<file path="src/rtl/mdu_control_if.sv">
// EX-stage <-> multiply/divide sequencer bus: operation request in, HI/LO state and status out.
// Handshake: EX may assert i_start with i_funct/i_op_a/i_op_b at any edge; the op is taken
// only on an edge where o_busy is low, otherwise the request is dropped (EX stalls on o_busy).
interface mdu_control_if #(
    parameter int DATA_BUS_WIDTH      = 32,
    parameter int ALU_FUNCT_BUS_WIDTH = 6
);
    logic                           i_start;
    logic [ALU_FUNCT_BUS_WIDTH-1:0] i_funct;
    logic [DATA_BUS_WIDTH-1:0]      i_op_a;
    logic [DATA_BUS_WIDTH-1:0]      i_op_b;
    logic                           o_busy;
    logic                           o_done;
    logic                           o_div_by_zero;
    logic [DATA_BUS_WIDTH-1:0]      o_hi;
    logic [DATA_BUS_WIDTH-1:0]      o_lo;
    logic [1:0]                     o_dbg_state;

    modport master (
        output i_start, i_funct, i_op_a, i_op_b,
        input  o_busy, o_done, o_div_by_zero, o_hi, o_lo, o_dbg_state
    );

    modport slave (
        input  i_start, i_funct, i_op_a, i_op_b,
        output o_busy, o_done, o_div_by_zero, o_hi, o_lo, o_dbg_state
    );
endinterface

</file>
<file path="src/rtl/mdu_control.sv">
// Iterative multiply/divide sequencer owning HI/LO: shift-add multiply and restoring divide,
// one bit per clock, with sign handling done on magnitudes before and after the loop.
module mdu_control #(
    parameter int DATA_BUS_WIDTH      = 32,
    parameter int ALU_FUNCT_BUS_WIDTH = 6
) (
    input logic          i_clk,
    input logic          i_reset,
    mdu_control_if.slave bus
);
    localparam int W  = DATA_BUS_WIDTH;
    localparam int CW = $clog2(W);

    localparam logic [ALU_FUNCT_BUS_WIDTH-1:0] FN_MTHI  = ALU_FUNCT_BUS_WIDTH'('h11);
    localparam logic [ALU_FUNCT_BUS_WIDTH-1:0] FN_MTLO  = ALU_FUNCT_BUS_WIDTH'('h13);
    localparam logic [ALU_FUNCT_BUS_WIDTH-1:0] FN_MULT  = ALU_FUNCT_BUS_WIDTH'('h18);
    localparam logic [ALU_FUNCT_BUS_WIDTH-1:0] FN_MULTU = ALU_FUNCT_BUS_WIDTH'('h19);
    localparam logic [ALU_FUNCT_BUS_WIDTH-1:0] FN_DIV   = ALU_FUNCT_BUS_WIDTH'('h1A);
    localparam logic [ALU_FUNCT_BUS_WIDTH-1:0] FN_DIVU  = ALU_FUNCT_BUS_WIDTH'('h1B);

    typedef enum logic [1:0] {IDLE, RUN_MUL, RUN_DIV, FIX} state_t;

    state_t         state_q, state_d;
    logic [CW-1:0]  cnt_q, cnt_d;
    logic [W-1:0]   opb_q, opb_d;         // multiplicand or divisor magnitude
    logic [W-1:0]   work_hi_q, work_hi_d; // product upper half / partial remainder
    logic [W-1:0]   work_lo_q, work_lo_d; // multiplier shifting out / quotient shifting in
    logic           is_div_q, is_div_d;
    logic           neg_lo_q, neg_lo_d;
    logic           neg_hi_q, neg_hi_d;
    logic [W-1:0]   hi_q, hi_d;
    logic [W-1:0]   lo_q, lo_d;
    logic           done_q, done_d;
    logic           dbz_q, dbz_d;

    logic           signed_op;
    logic           a_neg, b_neg;
    logic [W-1:0]   a_mag, b_mag;
    logic [W:0]     mul_sum;
    logic [W:0]     div_shift;
    logic [W:0]     div_diff;
    logic [2*W-1:0] product;

    always_comb begin
        signed_op = (bus.i_funct == FN_MULT) || (bus.i_funct == FN_DIV);
        a_neg     = signed_op && bus.i_op_a[W-1];
        b_neg     = signed_op && bus.i_op_b[W-1];
        a_mag     = a_neg ? -bus.i_op_a : bus.i_op_a;
        b_mag     = b_neg ? -bus.i_op_b : bus.i_op_b;

        mul_sum   = {1'b0, work_hi_q} + (work_lo_q[0] ? {1'b0, opb_q} : '0);
        // Partial remainder stays below the divisor, so W+1 bits hold the shifted value.
        div_shift = {work_hi_q, work_lo_q[W-1]};
        div_diff  = div_shift - {1'b0, opb_q};
        product   = {work_hi_q, work_lo_q};
        if (neg_lo_q) product = -product;
    end

    always_comb begin
        state_d   = state_q;
        cnt_d     = cnt_q;
        opb_d     = opb_q;
        work_hi_d = work_hi_q;
        work_lo_d = work_lo_q;
        is_div_d  = is_div_q;
        neg_lo_d  = neg_lo_q;
        neg_hi_d  = neg_hi_q;
        hi_d      = hi_q;
        lo_d      = lo_q;
        done_d    = 1'b0;
        dbz_d     = 1'b0;

        unique case (state_q)
            IDLE: begin
                if (bus.i_start) begin
                    if (bus.i_funct == FN_MTHI) begin
                        hi_d = bus.i_op_a;
                    end else if (bus.i_funct == FN_MTLO) begin
                        lo_d = bus.i_op_a;
                    end else if (bus.i_funct == FN_MULT || bus.i_funct == FN_MULTU) begin
                        opb_d     = a_mag;
                        work_lo_d = b_mag;
                        work_hi_d = '0;
                        is_div_d  = 1'b0;
                        neg_lo_d  = a_neg ^ b_neg;
                        neg_hi_d  = 1'b0;
                        cnt_d     = CW'(W - 1);
                        state_d   = RUN_MUL;
                    end else if (bus.i_funct == FN_DIV || bus.i_funct == FN_DIVU) begin
                        if (bus.i_op_b == '0) begin
                            done_d = 1'b1;
                            dbz_d  = 1'b1;
                        end else begin
                            opb_d     = b_mag;
                            work_lo_d = a_mag;
                            work_hi_d = '0;
                            is_div_d  = 1'b1;
                            neg_lo_d  = a_neg ^ b_neg;
                            neg_hi_d  = a_neg;
                            cnt_d     = CW'(W - 1);
                            state_d   = RUN_DIV;
                        end
                    end
                end
            end
            RUN_MUL: begin
                work_hi_d = mul_sum[W:1];
                work_lo_d = {mul_sum[0], work_lo_q[W-1:1]};
                cnt_d     = cnt_q - 1'b1;
                if (cnt_q == '0) state_d = FIX;
            end
            RUN_DIV: begin
                if (!div_diff[W]) begin
                    work_hi_d = div_diff[W-1:0];
                    work_lo_d = {work_lo_q[W-2:0], 1'b1};
                end else begin
                    work_hi_d = div_shift[W-1:0];
                    work_lo_d = {work_lo_q[W-2:0], 1'b0};
                end
                cnt_d = cnt_q - 1'b1;
                if (cnt_q == '0) state_d = FIX;
            end
            FIX: begin
                if (is_div_q) begin
                    lo_d = neg_lo_q ? -work_lo_q : work_lo_q;
                    hi_d = neg_hi_q ? -work_hi_q : work_hi_q;
                end else begin
                    {hi_d, lo_d} = product;
                end
                cnt_d   = '0;
                done_d  = 1'b1;
                state_d = IDLE;
            end
            default: state_d = IDLE;
        endcase
    end

    always_ff @(posedge i_clk) begin
        if (i_reset) begin
            state_q   <= IDLE;
            cnt_q     <= '0;
            opb_q     <= '0;
            work_hi_q <= '0;
            work_lo_q <= '0;
            is_div_q  <= 1'b0;
            neg_lo_q  <= 1'b0;
            neg_hi_q  <= 1'b0;
            hi_q      <= '0;
            lo_q      <= '0;
            done_q    <= 1'b0;
            dbz_q     <= 1'b0;
        end else begin
            state_q   <= state_d;
            cnt_q     <= cnt_d;
            opb_q     <= opb_d;
            work_hi_q <= work_hi_d;
            work_lo_q <= work_lo_d;
            is_div_q  <= is_div_d;
            neg_lo_q  <= neg_lo_d;
            neg_hi_q  <= neg_hi_d;
            hi_q      <= hi_d;
            lo_q      <= lo_d;
            done_q    <= done_d;
            dbz_q     <= dbz_d;
        end
    end

    assign bus.o_busy        = (state_q != IDLE);
    assign bus.o_done        = done_q;
    assign bus.o_div_by_zero = dbz_q;
    assign bus.o_hi          = hi_q;
    assign bus.o_lo          = lo_q;
    assign bus.o_dbg_state   = state_q;
endmodule

</file>
<file path="src/flat_wrapper.sv">
// flat-port wrapper written by rule: the top's interface ports become plain ports
module mdu_control_flat 
#(
    parameter int DATA_BUS_WIDTH      = 32,
    parameter int ALU_FUNCT_BUS_WIDTH = 6
)
  (i_clk, i_reset, bus_i_start, bus_i_funct, bus_i_op_a, bus_i_op_b, bus_o_busy, bus_o_done, bus_o_div_by_zero, bus_o_hi, bus_o_lo, bus_o_dbg_state);
  mdu_control_if #(.DATA_BUS_WIDTH(DATA_BUS_WIDTH), .ALU_FUNCT_BUS_WIDTH(ALU_FUNCT_BUS_WIDTH)) bus_i ();
  input logic i_clk;
  input logic i_reset;
  input wire logic [$bits(bus_i.i_start)-1:0] bus_i_start;
  input wire logic [$bits(bus_i.i_funct)-1:0] bus_i_funct;
  input wire logic [$bits(bus_i.i_op_a)-1:0] bus_i_op_a;
  input wire logic [$bits(bus_i.i_op_b)-1:0] bus_i_op_b;
  output wire logic [$bits(bus_i.o_busy)-1:0] bus_o_busy;
  output wire logic [$bits(bus_i.o_done)-1:0] bus_o_done;
  output wire logic [$bits(bus_i.o_div_by_zero)-1:0] bus_o_div_by_zero;
  output wire logic [$bits(bus_i.o_hi)-1:0] bus_o_hi;
  output wire logic [$bits(bus_i.o_lo)-1:0] bus_o_lo;
  output wire logic [$bits(bus_i.o_dbg_state)-1:0] bus_o_dbg_state;
  assign bus_i.i_start = bus_i_start;
  assign bus_i.i_funct = bus_i_funct;
  assign bus_i.i_op_a = bus_i_op_a;
  assign bus_i.i_op_b = bus_i_op_b;
  assign bus_o_busy = bus_i.o_busy;
  assign bus_o_done = bus_i.o_done;
  assign bus_o_div_by_zero = bus_i.o_div_by_zero;
  assign bus_o_hi = bus_i.o_hi;
  assign bus_o_lo = bus_i.o_lo;
  assign bus_o_dbg_state = bus_i.o_dbg_state;
  mdu_control #(.DATA_BUS_WIDTH(DATA_BUS_WIDTH), .ALU_FUNCT_BUS_WIDTH(ALU_FUNCT_BUS_WIDTH)) u_core (.i_clk(i_clk), .i_reset(i_reset), .bus(bus_i));
endmodule
</file>
<file path="config.mk">
export PLATFORM = sky130hd
export DESIGN_NAME = mdu_control_flat
export DESIGN_NICKNAME = d
export VERILOG_FILES = /design/src/rtl/mdu_control_if.sv /design/src/rtl/mdu_control.sv /design/src/flat_wrapper.sv
export SDC_FILE = /design/constraint.sdc
export NUM_CORES = 1
export LEC_CHECK = 0
export CAP_MARGIN = 20
export CORE_MARGIN = 2
export CORE_UTILIZATION = 59
export CTS_CLUSTER_DIAMETER = 120
export DETAILED_ROUTE_END_ITERATION = 10
export MAX_ROUTING_LAYER = met4
export PLACE_DENSITY = 0.81
export SLEW_MARGIN = 20
export SYNTH_ARGS = -nofsm -noshare
export SYNTH_HDL_FRONTEND = slang
export SYNTH_SLANG_ARGS = --single-unit
</file>
<file path="constraint.sdc">
create_clock -name i_clk -period 4.5 [get_ports i_clk]
set_clock_uncertainty 0.2 [all_clocks]
set_input_delay 0.675 -clock i_clk [delete_from_list [all_inputs] [get_ports i_clk]]
set_output_delay 0.675 -clock i_clk [all_outputs]
set_load 0.02 [all_outputs]
</file>
==> metrics <==
number of global-route vias before repair approximately 15000; CP max-delay cell o31ai_1; Slew HR between 20% and 30%; Unique masters post-synth 75; Startpoint Class register; Critical Path AT between 4 and 5 ns; Avg Cell Area, Syn about 7.3 sq um; Crit Path Class register to register; power per cell area around 430 nW/um^2; Pleak ~6.5 nW; grt ovf 0; Sink Count 172; hold buffers post-CTS 0; CTS buffer count 17; pre-CTS setup slack approximately 0.28 ns; Max Cap Violations 0; min Tclk post-route a little under 4 ns; Multi-input gate area between 10000 and 15000 sq um; Setup Fix Bufs, Post-CTS 0; Post-Route Utilization a little over two thirds; # rows between 50 and 60; Peak supply drop around 0.55 mV; fin crit share between 80 and 90%; Worst Path Required 4.63 ns; largest net degree at the start of global routing slightly above 90; number of enable flip-flop cells after synthesis 0; dpl hpwl between 40 and 50 mm; Max Fclk 0.2551 GHz; clock slew at reported path FFs approximately 0.070 ns; FF+latch count, synth about 170; Horiz. Die Dim between 150 and 200 microns; worst-margin pin slew between 1 and 1.5 ns; antenna-violating nets left 0; Top Family by Delay on Critical Path compound AO/OA/AOI/OAI gates; CP Buf/Inv Count 0; Placed Instances between 2000 and 2500; critical-path maximum fanout 6; most frequent CP cell o21ai_0; drt drc 0; die area 26220 sq um; CTS Buffer Depth 2; I/O pin total between 100 and 150; RSZ-0062 raised after global routing no; port bufs roughly 140; via count between 15000 and 20000; area growth from synthesis to layout 16.22%; Power, Total around 7.4 mW; Fill cells 2081; Sum Neg Setup Slack 0 ns; initial antenna violation count 0; sequential standard cell area 3443 sq um; Hold WC Path Type register to register; cells along the critical path ha_1 > o21a_1 > o31a_1 > o21ai_0 > o31ai_1 > a31oi_1 > o21ai_0 > xor2_1 > mux2_2 > a221o_1; Final Max Slew Viols 0; syn nets approximately 2200; # setup viols final 0; WL/cell roughly 23 microns; Final Wtd Congestion 0.9920; layout cells sized above 1 roughly 6.2%; Initial Util between 60 and 70%; Cell Area, Synth about 15000 sq um; first-pass GRT wire length between 80 and 90 mm; final wirelength 55.51 mm; CP Capture Type register; outcome completed; Layout Nets approximately 2200; Antenna Cells 0; CTS root buffer clkbuf_16; largest stage delay on the critical path 0.66 ns; sequential share of the synthesized area a little under a quarter; number of synthesis warnings 0; cts repair resizes 0; First-pass DRT Iterations 6; TritonCTS clock tree done; Fin. Hold Viols 0; clk_lat worst skew between 0.4 and 0.5 ns; 1st-iter DRT viols 2222; Die H around 160 microns; average vias per placed instance roughly 6.7; final worst setup slack 0.5799 ns; FFs w/ async S/R, synth 0%; Main synth FF type dfxtp_1; Post-Layout Cell Count ~2400; H-tree levels 4; core area around 24000 sq um; synthesized instance count 2008; Total GRT Usage between 40% and 50%
cells by family (layout without fill, tap and decap cells):
group	after synthesis	count (layout)	synth area share, %
AO/OA/AOI/OAI	659	659	29.31
multiplexers	52	52	3.572
XOR/XNOR	174	174	10.36
flip-flops	172	172	23.40
adder cells (fa/ha/maj)	77	77	6.650
AND/OR/NAND/NOR	661	661	21.12
buffers and inverters	213	300	5.596
worst paths after layout:
check	start	slack (ns)	depth (start not counted)	endpoint
max	u_core.work_hi_q[1]$_SDFFE_PP0P_	0.58	10	u_core.work_hi_q[23]$_SDFFE_PP0P_
min	u_core.opb_q[19]$_SDFFE_PP0P_	0.25	2	u_core.opb_q[19]$_SDFFE_PP0P_
max reg2reg	u_core.work_hi_q[1]$_SDFFE_PP0P_	0.58	10	u_core.work_hi_q[23]$_SDFFE_PP0P_
min reg2reg	u_core.opb_q[19]$_SDFFE_PP0P_	0.25	2	u_core.opb_q[19]$_SDFFE_PP0P_
cells in the final DEF (no fill, tap or decap), types with 67 or more instances in the layout:
cell type and instances:
nor3_1 67, inv_1 68, xnor2_1 106, dfxtp_1 172, nand2_1 156, ha_1 74
nor2_1 251, xor2_1 67, a21oi_1 213, o21ai_0 96, clkdlybuf4s50_1 140
synthesized netlist by cell type, types with 31 or more instances:
| library cell | number | share of area [%] |
|---|---|---|
| xor2_1 | 68 | 4.0 |
| o211ai_1 | 34 | 1.7 |
| a22oi_1 | 36 | 1.8 |
| o21ai_0 | 96 | 3.3 |
| xnor2_1 | 106 | 6.3 |
| a31oi_1 | 39 | 1.7 |
| inv_1 | 68 | 1.7 |
| nor2_1 | 252 | 6.4 |
| clkbuf_1 | 125 | 3.2 |
| a21o_1 | 31 | 1.6 |
| a21oi_1 | 213 | 7.2 |
| ha_1 | 75 | 6.4 |
| nor3_1 | 68 | 2.3 |
| a211oi_1 | 53 | 2.7 |
| nand2_1 | 156 | 4.0 |
| dfxtp_1 | 172 | 23 |
| mux2i_1 | 48 | 3.3 |
| nand3_1 | 34 | 1.2 |
routing by layer:
metal / vias up / share of wire, % / global-route usage (%)
li1: 7489 / - / -
met2: 1143 / 42 / 61.41
met5: - / 0 / -
met3: 134 / 13 / 9.755
met4: 0 / 4.4 / 17.10
met1: 7538 / 40 / 56.34
power by group:
part	internal [mW]	switching (mW)
clock	0.802	0.743
combinational	1.44	2.36
sequential	1.70	0.321
total	3.94	3.43
state kept, by name, indices dropped and copies added, names as in the netlist:
| name | cells |
|---|---|
| u_core.bus.o_dbg_state | 2 |
| u_core.bus.o_div_by_zero | 1 |
| u_core.bus.o_done | 1 |
| u_core.bus.o_hi | 32 |
| u_core.bus.o_lo | 32 |
| u_core.cnt_q | 5 |
| u_core.is_div_q | 1 |
| u_core.neg_hi_q | 1 |
| u_core.neg_lo_q | 1 |
| u_core.opb_q | 32 |
| u_core.work_hi_q | 32 |
| u_core.work_lo_q | 32 |
cell type report:
class / count / share of cell area [%]
multi-input cells: 1623 / 61.59
flip-flops and latches: 172 / 20.14
repair buffers: 199 / 10.98
clock buffers: 18 / 2.568
well taps: 324 / 2.371
inverters: 69 / 1.515
clock inverters: 14 / 0.8415
stage by stage:
stage / hold slack [ns] / instance area (sq um)
global placement: 0.2385 / 16500
finish: 0.2537 / 17100
CTS: 0.2563 / 17080
global route: 0.2728 / 17100
detailed placement: 0.2465 / 16500
floorplan: 0.2319 / 14710
worst register-to-register path, cell delays in order (launching register included):
cell and delay [ns]:
dfxtp_1 0.53, ha_1 0.33, o21a_1 0.16, o31a_1 0.24, o21ai_0 0.22, o31ai_1 0.67
a31oi_1 0.29, o21ai_0 0.46, xor2_1 0.11, mux2_2 0.29, a221o_1 0.32
(Power assumes the default switching activity.)
